<file path="config.mk">
export PLATFORM = sky130hd
export DESIGN_NAME = sq_dist_accum
export DESIGN_NICKNAME = d
export VERILOG_FILES = /design/src/rtl/sq_dist_accum_pkg.sv /design/src/rtl/sq_dist_accum_lane.sv /design/src/rtl/sq_dist_accum.sv
export SDC_FILE = /design/constraint.sdc
export NUM_CORES = 1
export LEC_CHECK = 0
export ABC_AREA = 0
export BUFFER_PORTS_ARGS = -buffer_cell sky130_fd_sc_hd__clkbuf_2
export CORE_ASPECT_RATIO = 0.7
export CORE_MARGIN = 2
export CORE_UTILIZATION = 40
export CTS_CLUSTER_DIAMETER = 40
export DETAILED_ROUTE_END_ITERATION = 8
export GPL_TIMING_DRIVEN = 0
export SLEW_MARGIN = 20
export SYNTH_ARGS = -nofsm -noshare
export SYNTH_HDL_FRONTEND = slang
export SYNTH_SLANG_ARGS = --single-unit
export TNS_END_PERCENT = 100
</file>
<file path="constraint.sdc">
create_clock -name clk -period 11.75 [get_ports clk]
set_clock_uncertainty 0.2 [all_clocks]
set_input_delay 0.5875 -clock clk [delete_from_list [all_inputs] [get_ports clk]]
set_output_delay 0.5875 -clock clk [all_outputs]
set_load 0.1 [all_outputs]
</file>
<file path="src/rtl/sq_dist_accum_pkg.sv">
// Shared defaults and helpers for the squared-distance accumulator.
package sq_dist_accum_pkg;

  localparam int VALUE_WIDTH_DEF = 12;
  localparam int VALUE_MAX_DEF   = 1500;
  localparam int LANES_DEF       = 2;
  localparam int VECTOR_LEN_DEF  = 8;

  // Tag carried alongside each beat through the pipeline.
  typedef struct packed {
    logic valid;
    logic first;
    logic last;
  } beat_tag_t;

  // Smallest accumulator width that can hold the worst-case vector sum
  // without clipping: VECTOR_LEN * (2*VALUE_MAX)^2.
  function automatic int min_acc_width(input int value_max, input int vector_len);
    longint unsigned worst;
    int              w;
    worst = longint'(2 * value_max) * longint'(2 * value_max) * longint'(vector_len);
    w = 1;
    for (int i = 0; i < 64; i++) begin
      if ((worst >> i) != 0) w = i + 1;
    end
    return w;
  endfunction

endpackage

</file>
<file path="src/rtl/sq_dist_accum_lane.sv">
// One lane: clamp both elements, subtract at full width, square.
// Data registers only; the valid/tag pipeline lives in the top level.
module sq_lane #(
  parameter int VALUE_WIDTH = 12,
  parameter int VALUE_MAX   = 1500
) (
  input  logic                           clk,
  input  logic signed [VALUE_WIDTH-1:0]  a_i,
  input  logic signed [VALUE_WIDTH-1:0]  b_i,
  output logic [2*(VALUE_WIDTH+1)-1:0]   sq_o
);

  localparam int DW = VALUE_WIDTH + 1;
  localparam int SW = 2 * DW;

  localparam logic signed [DW-1:0] MAX_POS = DW'(VALUE_MAX);
  localparam logic signed [DW-1:0] MAX_NEG = DW'(-VALUE_MAX);

  logic signed [DW-1:0] a_clamped;
  logic signed [DW-1:0] b_clamped;
  logic signed [DW-1:0] diff_d;
  logic signed [DW-1:0] diff_q;
  logic signed [SW-1:0] diff_ext;
  logic        [SW-1:0] sq_d;
  logic        [SW-1:0] sq_q;

  function automatic logic signed [DW-1:0] clamp(input logic signed [VALUE_WIDTH-1:0] v);
    logic signed [DW-1:0] x;
    x = {v[VALUE_WIDTH-1], v};
    if (x > MAX_POS)      return MAX_POS;
    else if (x < MAX_NEG) return MAX_NEG;
    else                  return x;
  endfunction

  // Clamp and subtract; the extra bit keeps the difference exact.
  always_comb begin
    a_clamped = clamp(a_i);
    b_clamped = clamp(b_i);
    diff_d    = a_clamped - b_clamped;
  end

  // Square at double width so nothing is truncated.
  always_comb begin
    diff_ext = {{DW{diff_q[DW-1]}}, diff_q};
    sq_d     = diff_ext * diff_ext;
  end

  // Stage 1 (difference) and stage 2 (square) data registers.
  always_ff @(posedge clk) begin
    diff_q <= diff_d;
    sq_q   <= sq_d;
  end

  assign sq_o = sq_q;

endmodule

</file>
<file path="src/rtl/sq_dist_accum.sv">
// Streaming squared Euclidean distance over fixed-length vectors.
// Four-stage pipeline: difference, square, lane sum, accumulate.
module sq_dist_accum
  import sq_dist_accum_pkg::*;
#(
  parameter int VALUE_WIDTH = VALUE_WIDTH_DEF,
  parameter int VALUE_MAX   = VALUE_MAX_DEF,
  parameter int LANES       = LANES_DEF,
  parameter int VECTOR_LEN  = VECTOR_LEN_DEF,
  parameter int ACC_WIDTH   = 32
) (
  input  logic                           clk,
  input  logic                           reset,
  input  logic                           data_valid,
  input  logic [LANES*VALUE_WIDTH-1:0]   value_a,
  input  logic [LANES*VALUE_WIDTH-1:0]   value_b,
  output logic [ACC_WIDTH-1:0]           distance,
  output logic                           new_result,
  output logic                           saturated
);

  localparam int BEATS = VECTOR_LEN / LANES;
  localparam int CNT_W = (BEATS > 1) ? $clog2(BEATS) : 1;
  localparam int SQ_W  = 2 * (VALUE_WIDTH + 1);
  localparam int SUM_W = SQ_W + ((LANES > 1) ? $clog2(LANES) : 0);
  localparam int EXT_W = ((ACC_WIDTH > SUM_W) ? ACC_WIDTH : SUM_W) + 1;

  localparam logic [CNT_W-1:0]     LAST_BEAT = CNT_W'(BEATS - 1);
  localparam logic [ACC_WIDTH-1:0] ACC_MAX   = '1;

  logic [CNT_W-1:0] beat_cnt_q, beat_cnt_d;
  logic             beat_first, beat_last;
  beat_tag_t        tag1_q, tag2_q, tag3_q;

  logic [SQ_W-1:0]  lane_sq [LANES];
  logic [SUM_W-1:0] lane_sum_d, lane_sum_q;

  logic [EXT_W-1:0]     acc_base, acc_total;
  logic                 overflow;
  logic [ACC_WIDTH-1:0] acc_d, acc_q;
  logic                 sat_d, sat_q;
  logic [ACC_WIDTH-1:0] distance_q;
  logic                 saturated_q;
  logic                 new_result_q;

  // Per-lane clamp / subtract / square.
  generate
    for (genvar gi = 0; gi < LANES; gi++) begin : g_lane
      sq_lane #(
        .VALUE_WIDTH (VALUE_WIDTH),
        .VALUE_MAX   (VALUE_MAX)
      ) u_lane (
        .clk  (clk),
        .a_i  (value_a[gi*VALUE_WIDTH +: VALUE_WIDTH]),
        .b_i  (value_b[gi*VALUE_WIDTH +: VALUE_WIDTH]),
        .sq_o (lane_sq[gi])
      );
    end
  endgenerate

  // Beat position within the vector; wraps after the last beat.
  always_comb begin
    beat_first = (beat_cnt_q == '0);
    beat_last  = (beat_cnt_q == LAST_BEAT);
    beat_cnt_d = beat_cnt_q;
    if (data_valid) begin
      beat_cnt_d = beat_last ? '0 : beat_cnt_q + 1'b1;
    end
  end

  // Beat counter and tag pipeline; reset discards any partial vector.
  always_ff @(posedge clk) begin
    if (!reset) begin
      beat_cnt_q <= '0;
      tag1_q     <= '0;
      tag2_q     <= '0;
      tag3_q     <= '0;
    end else begin
      beat_cnt_q <= beat_cnt_d;
      tag1_q     <= '{valid: data_valid, first: beat_first, last: beat_last};
      tag2_q     <= tag1_q;
      tag3_q     <= tag2_q;
    end
  end

  // Sum of all lane squares for the beat.
  always_comb begin
    lane_sum_d = '0;
    for (int i = 0; i < LANES; i++) begin
      lane_sum_d = lane_sum_d + SUM_W'(lane_sq[i]);
    end
  end

  // Stage 3 data register.
  always_ff @(posedge clk) begin
    lane_sum_q <= lane_sum_d;
  end

  // Accumulate (or load on a first beat) with sticky saturation.
  always_comb begin
    acc_base  = tag3_q.first ? '0 : EXT_W'(acc_q);
    acc_total = acc_base + EXT_W'(lane_sum_q);
    overflow  = |acc_total[EXT_W-1:ACC_WIDTH];
    acc_d     = overflow ? ACC_MAX : acc_total[ACC_WIDTH-1:0];
    sat_d     = overflow | (~tag3_q.first & sat_q);
  end

  // Stage 4: accumulator and result registers.
  always_ff @(posedge clk) begin
    if (!reset) begin
      acc_q        <= '0;
      sat_q        <= 1'b0;
      distance_q   <= '0;
      saturated_q  <= 1'b0;
      new_result_q <= 1'b0;
    end else begin
      new_result_q <= tag3_q.valid & tag3_q.last;
      if (tag3_q.valid) begin
        acc_q <= acc_d;
        sat_q <= sat_d;
        if (tag3_q.last) begin
          distance_q  <= acc_d;
          saturated_q <= sat_d;
        end
      end
    end
  end

  assign distance   = distance_q;
  assign saturated  = saturated_q;
  assign new_result = new_result_q;

endmodule
</file>
==> impl_metrics.tcl <==
set metrics [dict create \
    synth_xor_xnor_area_share_pct 5.14 \
    cts_made_buffers 17 \
    synth-compound-area-share_pct 12.9 \
    cp_cell_sequence "clkbuf_1, clkbuf_1, nand2_1, fa_1, fa_1, inv_1, fa_1, fa_1, fa_1, fa_1, ha_1, or2_2, or2_2, o21ba_2, a41oi_1, o211a_1, o21bai_1, a21oi_1, xnor2_1" \
    cts.htree.levels 4 \
    drtIter0Drc 712 \
    row_count 68 \
    vias 15000 \
    fill_cells 4826 \
    tritoncts "yes" \
    avgSynthCellArea_um2 9.02 \
    core_um2 49700 \
    antenna_cells 0 \
    rr_startpoint "g_lane[0].u_lane.diff_q[1]" \
    portBuffers 83 \
    grt_pass1_vias 15700 \
    max_freq_mhz 143 \
    required_ps 11930 \
    critPathLaunch "g_lane[0].u_lane.diff_q[1]" \
    syn_area_um2 20300 \
    relSlewSlack_pct 54.4 \
    synth-seq-area-share_pct 17.9 \
    synth_edf_count 0 \
    ys_ff_latch 181 \
    slew_viol_final 0 \
    die_y_um 192 \
    cp_max_fo 10 \
    yosys.area_share.simple_pct 11.8 \
    place_congestion 0.880 \
    crit_type "reg -> reg" \
    clk_pin_slew_ps 80 \
    worstSetupEndpointType "flop" \
    vias_per_cell 4.97 \
    cts_hold_buf 0 \
    io_pins 85 \
    synth_top_area_share_pct 28.4 \
    grtUsageTotal_pct 18.0 \
    finalNetCount 2914 \
    synth_fa_ha_area_share_pct 42.5 \
    synth_top_family_by_area "adder cells" \
    post_cts_resized 0 \
    grt_pass1_wl_mm 76.1 \
    synth_cell_type_count 68 \
    grt_setup_unrepaired "false" \
    critPathMaxStageDelay_ps 570 \
    fin_crit_ps 7000 \
    yosys-top-cells-area "fa_1 28%, dfxtp_1 18%, ha_1 14%" \
    clk_path_buf_depth 2 \
    synthFlopType "dfxtp_1" \
    hold_viol 0 \
    min_from "data_valid" \
    cp_data_arrival_time_ps 7180 \
    overflow 0 \
    numClockSinks 181 \
    muxShareOfSynthArea_pct 0.247 \
    worstMarginPinSlew_ps 683 \
    yosys_warnings 0 \
    synthTopCellsByCount "440 x inv_1, 287 x fa_1, 229 x ha_1" \
    first_pass_iters 5 \
    synthCells 2245 \
    start_util_pct 40.8 \
    antenna_found_initial 0 \
    yosysMostFrequentCell "inv_1" \
    crit_top_cell "fa_1" \
    pre_cts_slack_ps 4780 \
    finalCritPeriodShare_pct 59.5 \
    drive_gt1_share_pct 6.02 \
    grt_max_degree 19 \
    cp-start-kind "flop" \
    setup_tns_ps 0 \
    yosys.area.top_type "fa_1" \
    async_reset_ff_share_pct 0 \
    setup_viol 0 \
    drc 0 \
    cts_setup_buffers 0 \
    postRouteAntennaNets 0 \
    synthesis.nets 2812 \
    dp_hpwl_mm 37.7 \
    die_area_um2 52500 \
    cts_root_buf "clkbuf_16" \
    wirelength_mm 44.5 \
    fp.dieW_um 273 \
    drv_cap 0 \
    syn2layout_area_growth_pct 9.13 \
    layout_setup_ws_ps 4750 \
    insertion_delay_ps 460 \
    run_status "finished clean" \
    cp_slowest_cell "fa_1" \
    wl_per_cell_um 14.7 \
    worstHoldPathType "in -> reg" \
]
-- path summary, 6_finish.rpt --
kind | endpoint | slack, ps | depth (start not counted)
worst max-delay path | g_lane[0].u_lane.sq_o[24] | 4750 | 19
worst min-delay path | tag1_q[2] | 220 | 2
worst max register to register | g_lane[0].u_lane.sq_o[24] | 4750 | 19
worst min register to register | g_lane[1].u_lane.sq_o[0] | 230 | 0
-- per-stage QoR --
step	util, %	std cells	cell area (um^2)	hold slack [ps]
6_report	44.5	3025	22100	222
5_1_grt	44.5	3025	22100	218
4_1_cts	44.5	3025	22100	209
3_5_place_dp	43.3	2993	21500	213
3_3_place_gp	43.3	2993	21500	213
2_1_floorplan	-	2245	20300	150
-- flip-flops by register name (all words and copies together), names as in the netlist --
name                  flops
sat_q                     1
lane_sum_q               27
tag1_q                    3
tag3_q                    3
acc_q                    32
new_result                1
g_lane.u_lane.diff_q     26
beat_cnt_q                2
distance                 32
tag2_q                    3
saturated                 1
g_lane.u_lane.sq_o       50
-- critical path, delay by kind of cell (launching register included) --
kind                     cells  cell delay (ps)
adder cells (fa/ha/maj)      7             3270
AO/OA/AOI/OAI                5             1230
buffers and inverters        3              980
AND/OR/NAND/NOR              3              790
flip-flops                   1              310
XOR/XNOR                     1              140
-- cell usage in the layout, fill, tap and decap left out, drive strengths merged, types with 20 or more instances in the layout --
master    n
a31oi    34
ha      229
a21oi   121
xor2     30
and2     58
clkbuf  162
nand2   163
nand2b   20
a21o     28
dfxtp   181
nor3     20
nor2b    60
xnor2    89
o21ai   118
fa      287
inv     447
nor2    107
o21a     22
-- cell families after synthesis --
logic type	Yosys count
AND/OR/NAND/NOR	493
XOR/XNOR	119
other	1
buffers and inverters	506
flip-flops	181
AO/OA/AOI/OAI	424
adder cells (fa/ha/maj)	516
multiplexers	5
-- area by class of cell --
cell class | count | area (um^2) | area share [%]
clock inverters | 14 | 164 | 0.741
inverters | 440 | 1650 | 7.47
multi-input cells | 1558 | 14700 | 66.6
repair buffers | 83 | 415 | 1.88
plain buffers | 66 | 260 | 1.18
well taps | 665 | 832 | 3.76
clock buffers | 18 | 439 | 1.99
flip-flops and latches | 181 | 3620 | 16.4
-- per-layer routing --
layer | global-route usage, % | wire length [um] | vias up
met3 | 3.71 | 2310 | 43
li1 | - | - | 7390
met4 | 3.89 | 602 | 0
met5 | 0 | 0 | -
met1 | 25.0 | 21600 | 7333
met2 | 29.2 | 20000 | 256
Power is not shown: default switching activity piles up to over one toggle a cycle in this logic, so the estimate is an artifact.
